$ cat config.mk
export PLATFORM = sky130hd
export DESIGN_NAME = wb_regfile
export DESIGN_NICKNAME = d
export VERILOG_FILES = /design/src/rtl/wb_regfile.sv
export SDC_FILE = /design/constraint.sdc
export NUM_CORES = 2
export LEC_CHECK = 0
export BUFFER_PORTS_ARGS = -buffer_cell sky130_fd_sc_hd__buf_2
export CAP_MARGIN = 20
export CORE_MARGIN = 1
export CORE_UTILIZATION = 33
export CTS_BUF_LIST = sky130_fd_sc_hd__clkbuf_8
export DETAILED_ROUTE_END_ITERATION = 10
export SYNTH_ARGS = -nofsm -noshare
export SYNTH_HDL_FRONTEND = slang
export SYNTH_SLANG_ARGS = --single-unit
$ cat constraint.sdc
create_clock -name clk -period 2.1 [get_ports clk]
set_input_delay 0 -clock clk [delete_from_list [all_inputs] [get_ports clk]]
set_output_delay 0 -clock clk [all_outputs]
set_load 0.01 [all_outputs]
$ cat src/rtl/wb_regfile.sv
// Write-back register file: GPRs plus HI/LO, with same-cycle write-to-read bypass.
// Optional debug port and commit counter enabled by defining REGFILE_DBG_EN.
module wb_regfile #(
    parameter int DATA_W = 32,
    parameter int ADDR_W = 5,
    parameter int NREGS  = 32
) (
    input  logic              clk,
    input  logic              rst,
    input  logic              wb_we,
    input  logic [ADDR_W-1:0] wb_waddr,
    input  logic [DATA_W-1:0] wb_wdata,
    input  logic              wb_we_hilo,
    input  logic [DATA_W-1:0] wb_hi,
    input  logic [DATA_W-1:0] wb_lo,
    input  logic              re1,
    input  logic [ADDR_W-1:0] raddr1,
    output logic [DATA_W-1:0] rdata1,
    input  logic              re2,
    input  logic [ADDR_W-1:0] raddr2,
    output logic [DATA_W-1:0] rdata2,
    output logic [DATA_W-1:0] hi,
    output logic [DATA_W-1:0] lo
`ifdef REGFILE_DBG_EN
    ,
    input  logic [ADDR_W-1:0] dbg_addr,
    output logic [DATA_W-1:0] dbg_data,
    output logic [31:0]       dbg_wr_cnt
`endif
);

    localparam logic [ADDR_W:0] NREGS_C = (ADDR_W + 1)'(NREGS);

    // Address names a real, writable register (not r0, not beyond NREGS).
    function automatic logic addr_ok(input logic [ADDR_W-1:0] a);
        return (a != '0) && ({1'b0, a} < NREGS_C);
    endfunction

    logic [DATA_W-1:0] gpr [NREGS];
    logic [DATA_W-1:0] hi_q;
    logic [DATA_W-1:0] lo_q;
    logic              gpr_wr;

    assign gpr_wr = wb_we && addr_ok(wb_waddr);

    always_ff @(posedge clk) begin
        if (rst) begin
            for (int i = 0; i < NREGS; i++) begin
                gpr[i] <= '0;
            end
            hi_q <= '0;
            lo_q <= '0;
        end else begin
            if (gpr_wr) begin
                gpr[wb_waddr] <= wb_wdata;
            end
            if (wb_we_hilo) begin
                hi_q <= wb_hi;
                lo_q <= wb_lo;
            end
        end
    end

    // Bypass only matters for valid addresses, so it sits below the address checks.
    assign rdata1 = (rst || !re1 || !addr_ok(raddr1)) ? '0 :
                    (wb_we && (wb_waddr == raddr1))   ? wb_wdata : gpr[raddr1];

    assign rdata2 = (rst || !re2 || !addr_ok(raddr2)) ? '0 :
                    (wb_we && (wb_waddr == raddr2))   ? wb_wdata : gpr[raddr2];

    assign hi = rst ? '0 : (wb_we_hilo ? wb_hi : hi_q);
    assign lo = rst ? '0 : (wb_we_hilo ? wb_lo : lo_q);

`ifdef REGFILE_DBG_EN
    logic [31:0] wr_cnt_q;

    always_ff @(posedge clk) begin
        if (rst) begin
            wr_cnt_q <= '0;
        end else if (gpr_wr) begin
            wr_cnt_q <= wr_cnt_q + 32'd1;
        end
    end

    // Committed state only: no bypass, so the observer sees what is really stored.
    assign dbg_data   = (rst || !addr_ok(dbg_addr)) ? '0 : gpr[dbg_addr];
    assign dbg_wr_cnt = wr_cnt_q;
`endif

endmodule
# Word level (Yosys, flattened, before mapping)
# Memories as Yosys holds them, arrays and structs flattened.
# Index checks and enable logic that the tools add are counted.
[totals] mem_count=1 mem_bits_ro=0 ff_bits=64 output_inout_bits=128 elab_cells=36 mem_bits_rw=1024 in_bits=117 latchBits=0
[mem_list] name="gpr" words=32 width=32 rd=2 rd_ports_with_merged_regs=0 wr=32 line="39" source="logic [DATA_W-1:0] gpr [NREGS];"
[op_classes] reduce_logical=15 multipliers=0 shifts=0 eq_ne=2 magnitude_cmp=0 addsub=0 div_mod_pow=0 mux=16 n_bitwise=0
[ops] op="two-way mux 32 bit" count=9
[ops] op="OR reduction 32 bit" count=1
[ops] op="nonzero test 5 bit" count=3
[ops] op="== test 5 bit" count=2
[ops] op="two-way mux 1 bit" count=6
[ops] op="two-way mux 5 bit" count=1
[ops] op="zero test 1 bit" count=4
[ops] op="logical OR 1 bit" count=4
[ops] op="logical AND 1 bit" count=3

# Logic depth before layout (Yosys ltp)
[depth] depth_word=7 ltp_mapped=9 depth_no_buf=5

# Least setup slack after synthesis
# Ideal clock, no wire load.
[synth_timing] path_kind="input-to-reg" startpoint="input port rst" endpoint="memory gpr[28][0], enable pin" setup_slack_ns=0.228 setup_time_ns=0.375 path_stages=6 required_time_ns=1.725 n_path_buf=2 t_arrival_ns=1.497 path_cell_list="clkbuf_1 > nand2b_1 > or3_1 > clkbuf_1 > nor2_1 > or2_2"
[synth_rtl] item="start: declaration" line="9" source="input logic rst,"
[synth_rtl] item="end: declaration" line="39"

==> impl_metrics.env <==
export IMPL_finalSetupTns_ns=-34.93
export IMPL_netlist_instances=4036
export IMPL_timing_hold_ws_ns=0.134
export IMPL_place_congestion=0.872
export IMPL_synth_main_ff_cell="edfxtp_1"
export IMPL_synth_top_area_share_pct=53.7
export IMPL_wl_mm=219
export IMPL_vdd_drop_max_mv=0.546
export IMPL_syn2layout_area_growth_pct=25.0
export IMPL_viasPerCell=5.65
export IMPL_critPathCaptureType="output pin"
export IMPL_core_um2=172000
export IMPL_cts_clk_slew_worst_paths_ns=0.06
export IMPL_final_nets=4826
export IMPL_route_detailed_drc=0
export IMPL_grt_use_met3_pct=5.82
export IMPL_io_pins=245
export IMPL_skew_ns=0
export IMPL_critPathRequiredTime_ns=2.10
export IMPL_ys_warn_count=0
export IMPL_postRouteAntennaNets=0
export IMPL_yosysTopAreaCell="edfxtp_1"
export IMPL_failed_checks="negative setup slack"
export IMPL_fmax_ghz=0.357
export IMPL_final_cell_mix="edfxtp_1 (1024), and2_1 (994), mux4_2 (403)"
export IMPL_io_buffers=244
export IMPL_grt_pass1_wl_mm=307
export IMPL_die_h_um=418
export IMPL_yosysSeqAreaShare_pct=56.0
export IMPL_busiest_layer="met2"
export IMPL_rsz0062_at_grt="yes"
export IMPL_drive_above_1_share_pct=32.8
export IMPL_hold_viol=0
export IMPL_critPathLaunchType="flip-flop"
export IMPL_start_util_pct=33.3
export IMPL_place_detailed_hpwl_mm=136
export IMPL_dp_worst_setup_slack_ns=-0.0998
export IMPL_p_leak_nw=26.3
export IMPL_numCtsBuffers=188
export IMPL_worstSetupPathType="flip-flop to output pin"
export IMPL_gr_total_overflow=0
export IMPL_cp_arrival_ns=2.80
export IMPL_antenna_found_initial=16
export IMPL_finalSetupViolCount=64
export IMPL_via_count=40600
export IMPL_fin_ws_ns=-0.705
export IMPL_use_met1_pct=29.4
export IMPL_synth_edff_count=1024
export IMPL_status="complete, but fails checks"
export IMPL_dpl_instance_area_um2=64600
export IMPL_grt_pass1_vias=41400
export IMPL_maxCapViolations=0
export IMPL_rows=152
export IMPL_synth_seq_cells=1088
export IMPL_fin_crit_sh_pct=134
export IMPL_power_density_nw_per_um2=719
export IMPL_hold_class="input port to flip-flop"
export IMPL_period_minus_slack_ns=2.80
export IMPL_slew_violations=0
export IMPL_tritoncts="done"
export IMPL_synthDistinctLibCells=50
export IMPL_htree_num_levels=4
export IMPL_gr_usage_met2_pct=41.8
export IMPL_utilization_pct=41.6
export IMPL_firstDrtPassIters=6
export IMPL_synth_async_reset_ratio_pct=0
export IMPL_worstMarginPinSlew_ns=1.04
export IMPL_postLayoutCellArea_um2=71500
export IMPL_clk_path_buf_depth=3
export IMPL_syn_cell_area_um2=57200
export IMPL_postSynthAreaPerCell_um2=14.2
export IMPL_clockRootBuffer="clkbuf_8"
export IMPL_routedWlPerCell_um=30.5
export IMPL_die_w_um=418
export IMPL_drt_initial_drc_count=4613
export IMPL_slew_limit_headroom_pct=30.6
export IMPL_cts_num_sinks=1088
export IMPL_layout_commonest_cell="edfxtp_1"
export IMPL_die_area_um2=175000
export IMPL_path_max_fanout=2
export IMPL_synth_area_leaders="edfxtp_1 (54%), mux4_2 (16%), and2_1 (11%)"
export IMPL_grt_start_max_net_pins=44
export IMPL_grtUsageTotal_pct=24.9
export IMPL_clkLatencyLatePin_ns=0.91
[where the power goes]
group          internal (mW)  switching, mW
Clock                   8.92           9.33
Combinational           3.49           4.17
Sequential              24.9          0.585
[sequential cells by signal (all words and copies together), names as in the netlist]
| register | flops |
|---|---|
| gpr | 1024 |
| hi_q | 32 |
| lo_q | 32 |
[logic make-up after synthesis]
| logic type | synth area share [%] |
|---|---|
| XOR/XNOR | 0.153 |
| flip-flops | 56.0 |
| AND/OR/NAND/NOR | 14.3 |
| other | 0.00655 |
| AO/OA/AOI/OAI | 4.55 |
| multiplexers | 21.8 |
| buffers and inverters | 3.23 |
[final timing paths]
kind	from	cells past startpoint	slack, ns	end
setup reg to reg	lo_q[1]	3	0.78	lo_q[1]
setup / recovery	gpr[11][2]	7	-0.70	rdata1[2]
hold / removal	wb_waddr[0]	6	0.13	gpr[19][30]
hold reg to reg	lo_q[6]	3	1.06	lo_q[6]
[timing repair]
action	CTS	global route
hold endpoints to repair	1073	0
gates resized for setup	211	31
hold buffers	230	0
setup endpoints to repair	64	64
buffers inserted	8	7
pin swaps	128	43
[synth_stat cells, drive strengths merged, types with 30 or more instances]
cell     instances
a21oi           49
dfxtp           64
o22ai           40
edfxtp        1024
nor2           103
or2             32
a22oi           62
and2           995
nand2          189
buf            128
nand4           30
mux2            65
mux2i          265
o21ai           32
mux4           403
nand3           41
a32o            32
o2111ai         31
clkbuf         300
[per-stage QoR]
step                power, mW  cells
floorplan                29.5   4067
global placement         32.6   6586
detailed placement       32.7   6586
CTS                      51.4   7168
global route             52.9   7178
finish                   51.4   7180
[per-layer routing]
| layer | vias to the layer above | wire [um] |
|---|---|---|
| met4 | 6 | 12200 |
| met2 | 2624 | 107000 |
| li1 | 16700 | - |
| met5 | - | 39 |
| met1 | 20700 | 77900 |
| met3 | 549 | 22100 |
[final cells by class]
class / instances / area, um^2
diodes: 5 / 12.5
clock inverters: 154 / 792
clock buffers: 192 / 2640
repair buffers: 880 / 8540
flip-flops and latches: 1088 / 32000
multi-input cells: 2551 / 24600
well taps: 2310 / 2890
fillers: 15600 / 100000
[worst max-delay path, cell delays in order, from the launching register on]
cell and delay, ns:
edfxtp_1 0.39, mux4_2 0.49, mux2i_2 0.17, o2111ai_1 0.13
buf_4 0.22, nand4_1 0.23, nand2_1 0.09, buf_2 0.14
Power figures use the tool's default switching activity.
